### src/rtl/pam_sample_ctrl.sv
// pam_sample_ctrl: paces the sine-LUT index with a programmable step divider.
// It pulses sample_pulse once per carrier period (each lut_idx wrap to 0).
// A burst ends after n_samples periods; n_samples == 0 runs until stop.
// Optional macro PAM_PHASE_ALIGN_EN: a stop in RUN drains to the next wrap,
// so the carrier always ends phase-aligned. Undefined: stop aborts at once.
module pam_sample_ctrl #(
   parameter int DIV_W = 8,
   parameter int CNT_W = 8,
   parameter int IDX_W = 4
) (
   input  logic             clk,
   input  logic             rst,
   input  logic             start,
   input  logic             stop,
   input  logic [DIV_W-1:0] div,
   input  logic [CNT_W-1:0] n_samples,
   output logic [IDX_W-1:0] lut_idx,
   output logic             lut_en,
   output logic             sample_pulse,
   output logic [CNT_W-1:0] sample_cnt,
   output logic             busy,
   output logic             done
);

   typedef enum logic [1:0] {
      S_IDLE  = 2'd0,
      S_RUN   = 2'd1,
`ifdef PAM_PHASE_ALIGN_EN
      S_DRAIN = 2'd3,
`endif
      S_DONE  = 2'd2
   } state_t;

   state_t           r_state;
   logic [DIV_W-1:0] r_div;
   logic [CNT_W-1:0] r_n;
   logic [DIV_W-1:0] r_div_cnt;
   logic [IDX_W-1:0] r_lut_idx;
   logic             r_lut_en;
   logic             r_sample_pulse;
   logic [CNT_W-1:0] r_sample_cnt;
   logic             r_busy;
   logic             r_done;

   state_t           w_state_next;
   logic [DIV_W-1:0] w_div_next;
   logic [CNT_W-1:0] w_n_next;
   logic [DIV_W-1:0] w_div_cnt_next;
   logic [IDX_W-1:0] w_idx_next;
   logic [CNT_W-1:0] w_cnt_next;
   logic             w_lut_en_next;
   logic             w_pulse_next;
   logic             w_busy_next;
   logic             w_done_next;

   // One stepping cycle: the divider expires, the index advances and a
   // 15->0 transition completes a carrier period.
   logic             w_step;
   logic             w_wrap;
   logic             w_last;
   logic [CNT_W-1:0] w_cnt_inc;
   logic [DIV_W-1:0] w_adv_div_cnt;
   logic [IDX_W-1:0] w_adv_idx;
   logic [CNT_W-1:0] w_adv_cnt;

   assign w_step        = (r_div_cnt == r_div);
   assign w_wrap        = w_step && (r_lut_idx == {IDX_W{1'b1}});
   assign w_cnt_inc     = r_sample_cnt + 1'b1;
   // Terminating wrap: the sample just counted completes a finite burst.
   assign w_last        = w_wrap && (r_n != '0) && (w_cnt_inc == r_n);
   assign w_adv_div_cnt = w_step ? '0 : r_div_cnt + 1'b1;
   assign w_adv_idx     = w_step ? r_lut_idx + 1'b1 : r_lut_idx;
   assign w_adv_cnt     = w_wrap ? w_cnt_inc : r_sample_cnt;

   // Next-state and next-output decode; all outputs leave through registers.
   always_comb begin
      w_state_next   = r_state;
      w_div_next     = r_div;
      w_n_next       = r_n;
      w_div_cnt_next = r_div_cnt;
      w_idx_next     = r_lut_idx;
      w_cnt_next     = r_sample_cnt;
      w_lut_en_next  = 1'b0;
      w_pulse_next   = 1'b0;
      case (r_state)
         S_IDLE: begin
            // stop has priority over a simultaneous start
            if (start && !stop) begin
               w_state_next   = S_RUN;
               w_div_next     = div;
               w_n_next       = n_samples;
               w_div_cnt_next = '0;
               w_idx_next     = '0;
               w_cnt_next     = '0;
            end
         end
         S_RUN: begin
            if (stop && !w_last) begin
`ifdef PAM_PHASE_ALIGN_EN
               // keep stepping; finish at the next wrap
               w_div_cnt_next = w_adv_div_cnt;
               w_idx_next     = w_adv_idx;
               w_cnt_next     = w_adv_cnt;
               w_lut_en_next  = w_step;
               w_pulse_next   = w_wrap;
               w_state_next   = S_DRAIN;
`else
               // immediate abort: index frozen, no step this cycle
               w_state_next   = S_DONE;
`endif
            end else begin
               w_div_cnt_next = w_adv_div_cnt;
               w_idx_next     = w_adv_idx;
               w_cnt_next     = w_adv_cnt;
               w_lut_en_next  = w_step;
               w_pulse_next   = w_wrap;
               if (w_last) begin
                  w_state_next = S_DONE;
               end
            end
         end
`ifdef PAM_PHASE_ALIGN_EN
         S_DRAIN: begin
            w_div_cnt_next = w_adv_div_cnt;
            w_idx_next     = w_adv_idx;
            w_cnt_next     = w_adv_cnt;
            w_lut_en_next  = w_step;
            w_pulse_next   = w_wrap;
            if (w_wrap) begin
               w_state_next = S_DONE;
            end
         end
`endif
         S_DONE: begin
            w_state_next = S_IDLE;
         end
         default: begin
            w_state_next = S_IDLE;
         end
      endcase
`ifdef PAM_PHASE_ALIGN_EN
      w_busy_next = (w_state_next == S_RUN) || (w_state_next == S_DRAIN);
`else
      w_busy_next = (w_state_next == S_RUN);
`endif
      w_done_next = (w_state_next == S_DONE);
   end

   // State and output registers with synchronous active-low reset.
   always_ff @(posedge clk) begin
      if (!rst) begin
         r_state        <= S_IDLE;
         r_div          <= '0;
         r_n            <= '0;
         r_div_cnt      <= '0;
         r_lut_idx      <= '0;
         r_lut_en       <= 1'b0;
         r_sample_pulse <= 1'b0;
         r_sample_cnt   <= '0;
         r_busy         <= 1'b0;
         r_done         <= 1'b0;
      end else begin
         r_state        <= w_state_next;
         r_div          <= w_div_next;
         r_n            <= w_n_next;
         r_div_cnt      <= w_div_cnt_next;
         r_lut_idx      <= w_idx_next;
         r_lut_en       <= w_lut_en_next;
         r_sample_pulse <= w_pulse_next;
         r_sample_cnt   <= w_cnt_next;
         r_busy         <= w_busy_next;
         r_done         <= w_done_next;
      end
   end

   assign lut_idx      = r_lut_idx;
   assign lut_en       = r_lut_en;
   assign sample_pulse = r_sample_pulse;
   assign sample_cnt   = r_sample_cnt;
   assign busy         = r_busy;
   assign done         = r_done;

endmodule

### config.mk
export PLATFORM = sky130hd
export DESIGN_NAME = pam_sample_ctrl
export DESIGN_NICKNAME = d
export VERILOG_FILES = /design/src/rtl/pam_sample_ctrl.sv
export SDC_FILE = /design/constraint.sdc
export NUM_CORES = 1
export LEC_CHECK = 0
export BUFFER_PORTS_ARGS = -buffer_cell sky130_fd_sc_hd__buf_4
export CORE_MARGIN = 2
export CORE_UTILIZATION = 50
export CTS_CLUSTER_SIZE = 28
export DETAILED_ROUTE_END_ITERATION = 8
export PLACE_DENSITY_LB_ADDON = 0.2
export SYNTH_ARGS = -nofsm -noshare
export SYNTH_HDL_FRONTEND = slang
export SYNTH_SLANG_ARGS = --single-unit
### constraint.sdc
create_clock -name clk -period 5.95 [get_ports clk]
set_input_delay 1.19 -clock clk [delete_from_list [all_inputs] [get_ports clk]]
set_output_delay 1.19 -clock clk [all_outputs]
set_load 0.01 [all_outputs]
==> flow_metrics.tcl <==
set metrics [dict create \
    async_flop_share 0 \
    ys_seq_elements 42 \
    grt_pass1_vias 1730 \
    yosysUniqueCellTypes 46 \
    dp_slack_ns 3.22 \
    num_antenna_cells 0 \
    drive_gt1_frac 0.166 \
    grt_usage 0.212 \
    dp_hpwl_mm 3.55 \
    cp-end-kind "register" \
    setup_slack_ns 3.19 \
    yosysSeqAreaShare 0.382 \
    pwr_density_cell_nw_per_um2 206 \
    finalCritPeriodShare 0.465 \
    clock_skew_ns 0.00799 \
    power.share.combinational 0.114 \
    drv_slew 0 \
    worstPathArrival_ns 2.99 \
    setup_viol 0 \
    clockRootBuffer "clkbuf_8" \
    cp_slowest_cell "dfxtp_1" \
    coreArea_um2 4290 \
    die-area_um2 4950 \
    synth_edf_count 0 \
    postSynthNetCount 288 \
    drt-initial-drc-count 170 \
    hold_viol 0 \
    chipHeight_um 70.4 \
    postCtsHoldBufs 0 \
    grt_pass1_wl_mm 8.42 \
    h-tree-depth 2 \
    worstMarginPinSlew_ns 0.538 \
    antenna_found_initial 0 \
    clk_latency_ns 0.30 \
    synthCells 265 \
    fin_nets 318 \
    vias_per_cell 5.64 \
    numPortBuffers 35 \
    critical_path_class "register to register" \
    globalplace.congestion 0.883 \
    tns_ns 0 \
    ant_nets 0 \
    grt_max_degree 43 \
    clk_path_buf_depth 2 \
    avgSynthCellArea_um2 8.31 \
    clock_sink_count 42 \
    leakagePower_uw 0.000943 \
    num-fill-cells 400 \
    grt_overflow 0 \
    worstPathMaxFanout 14 \
    crit_chain "ha_1 > nand3_1 > or3_1 > and4_1 > a31oi_1 > buf_4 > o21ai_0 > a21boi_0" \
    vias 1958 \
    post_cts_buffers 0 \
    required_ns 6.18 \
    p_sw_frac 0.257 \
    cts_inserted_buffers 5 \
    area_growth_pct 16.8 \
    io-pin-count 36 \
    clk_pin_slew_ns 0.08 \
    min_path_type "register to register" \
    slew_headroom 0.640 \
    final_area_um2 2570 \
    critPathLaunchType "register" \
    drt-total-wl_mm 4.94 \
    worst_path_largest_cell_delay_ns 0.47 \
    drcViolationCount 0 \
    power.total_uw 531 \
    area.sequential_um2 841 \
    p_switching_uw 136 \
    power_frac_seq 0.555 \
    initial_core_util 0.513 \
    vdd_drop_max_uv 159 \
    avgRoutedWirePerCell_um 14.2 \
    yosys_warnings 0 \
    min_period_ns 2.76 \
    timing.hold.ws_ns 0.477 \
    maxCapViolCount 0 \
    detail_route.first_pass.iterations 4 \
    status "complete, no violations" \
    die_w_um 70.4 \
    rows 24 \
    placed_area_um2 2490 \
    max_freq_ghz 0.362 \
    synth_flop_cell "dfxtp_1" \
    power.share.clock 0.331 \
    multi_input_comb_area_um2 1280 \
    rsz0062_at_grt "false" \
    p_int_uw 395 \
    post_cts_resized 0 \
    synth_area_um2 2200 \
    cts_tree "done" \
]
## power groups by stage
| stage | Clock, uW | Sequential (uW) | Combinational [uW] |
|---|---|---|---|
| after global placement | 0 | 301 | 60.4 |
| after global routing | 192 | 295 | 67.8 |
| after floorplan | 0 | 299 | 40.1 |
| after CTS | 181 | 295 | 60.8 |
| after detailed placement | 0 | 301 | 60.7 |
| final | 176 | 295 | 60.6 |
## worst paths after layout
check,end,startpoint,cells after the start,slack (ns)
setup / recovery,sample_cnt[2],sample_cnt[0],8,3.19
hold / removal,r_div[1],r_div[1],2,0.48
setup reg to reg,sample_cnt[2],sample_cnt[0],8,3.19
hold reg to reg,r_div[1],r_div[1],2,0.48
## worst max-delay path: cells and delay by family (launching register included)
family,cells,cell delay (ns)
adders and majority gates,1,0.33
buffers and inverters,1,0.29
DFF,1,0.47
and+or+nand+nor,3,0.84
AOI/OAI and AO/OA,3,0.74
## synth_stat cells (2+ instances only)
| cell | instances | area, um2 |
|---|---|---|
| nor2b_1 | 6 | 37.5 |
| o21ai_0 | 11 | 55.1 |
| nand3b_1 | 5 | 37.5 |
| o311ai_0 | 4 | 35.0 |
| nand2b_1 | 3 | 18.8 |
| nor3_1 | 4 | 20.0 |
| or3_1 | 6 | 37.5 |
| xor2_1 | 3 | 26.3 |
| a211o_1 | 2 | 17.5 |
| inv_1 | 7 | 26.3 |
| o21ai_1 | 2 | 10.0 |
| o31ai_1 | 3 | 22.5 |
| a21oi_1 | 7 | 35.0 |
| o2bb2ai_1 | 2 | 17.5 |
| nand2_1 | 41 | 154 |
| a21boi_0 | 28 | 210 |
| and2_1 | 5 | 31.3 |
| nand4_1 | 3 | 18.8 |
| nor4_1 | 3 | 18.8 |
| nor2_1 | 8 | 30.0 |
| o22ai_1 | 3 | 18.8 |
| ha_1 | 3 | 37.5 |
| a31oi_1 | 2 | 12.5 |
| nand3_1 | 12 | 60.1 |
| clkbuf_1 | 12 | 45.0 |
| a2111o_1 | 3 | 33.8 |
| xnor2_1 | 14 | 123 |
| dfxtp_1 | 42 | 841 |
| and3_1 | 4 | 25.0 |
## layout by cell type (no fill, tap or decap), drive strengths merged, types with 7 or more instances in the layout
| cell | instances |
|---|---|
| xnor2 | 14 |
| a21boi | 28 |
| inv | 7 |
| dfxtp | 42 |
| nand3 | 13 |
| a21oi | 7 |
| o21ai | 13 |
| buf | 37 |
| nand2 | 41 |
| nor2 | 8 |
## kinds of logic after synthesis
logic type / after synthesis / synth area share
adder cells (fa/ha/maj): 3 / 0.0170
AO/OA/AOI/OAI: 73 / 0.238
flip-flops: 42 / 0.382
AND/OR/NAND/NOR: 108 / 0.253
multiplexers: 1 / 0.00455
XOR/XNOR: 17 / 0.0676
buffers and inverters: 21 / 0.0381
## area by class of cell
cell class                      instances  area share
Inverter                                7      0.0102
Sequential cell                        42       0.327
Clock inverter                          2     0.00389
Timing Repair Buffer                   37       0.108
Clock buffer                            5      0.0268
Tap cell                               52      0.0253
Multi-Input combinational cell        202       0.499
## registers in the layout (all words and copies together) (netlist names)
signal / count
r_div: 8
r_div_cnt: 8
r_n: 8
sample_cnt: 8
lut_idx: 4
r_state: 2
busy: 1
done: 1
lut_en: 1
sample_pulse: 1
## metrics by stage
stage	cells	utilization
after floorplan	265	-
after global placement	340	0.581
after detailed placement	340	0.581
after CTS	347	0.599
after global routing	347	0.599
final	347	0.599
## metal layers
layer | vias to the layer above | share of wire | global-route usage | wire length, um
met5 | - | 0 | 0 | 0
met4 | 0 | 0.018 | 0.0641 | 90
met3 | 9 | 0.042 | 0.0577 | 209
met2 | 46 | 0.45 | 0.323 | 2240
met1 | 897 | 0.49 | 0.292 | 2410
li1 | 1006 | - | - | -
(Power assumes the default switching activity.)
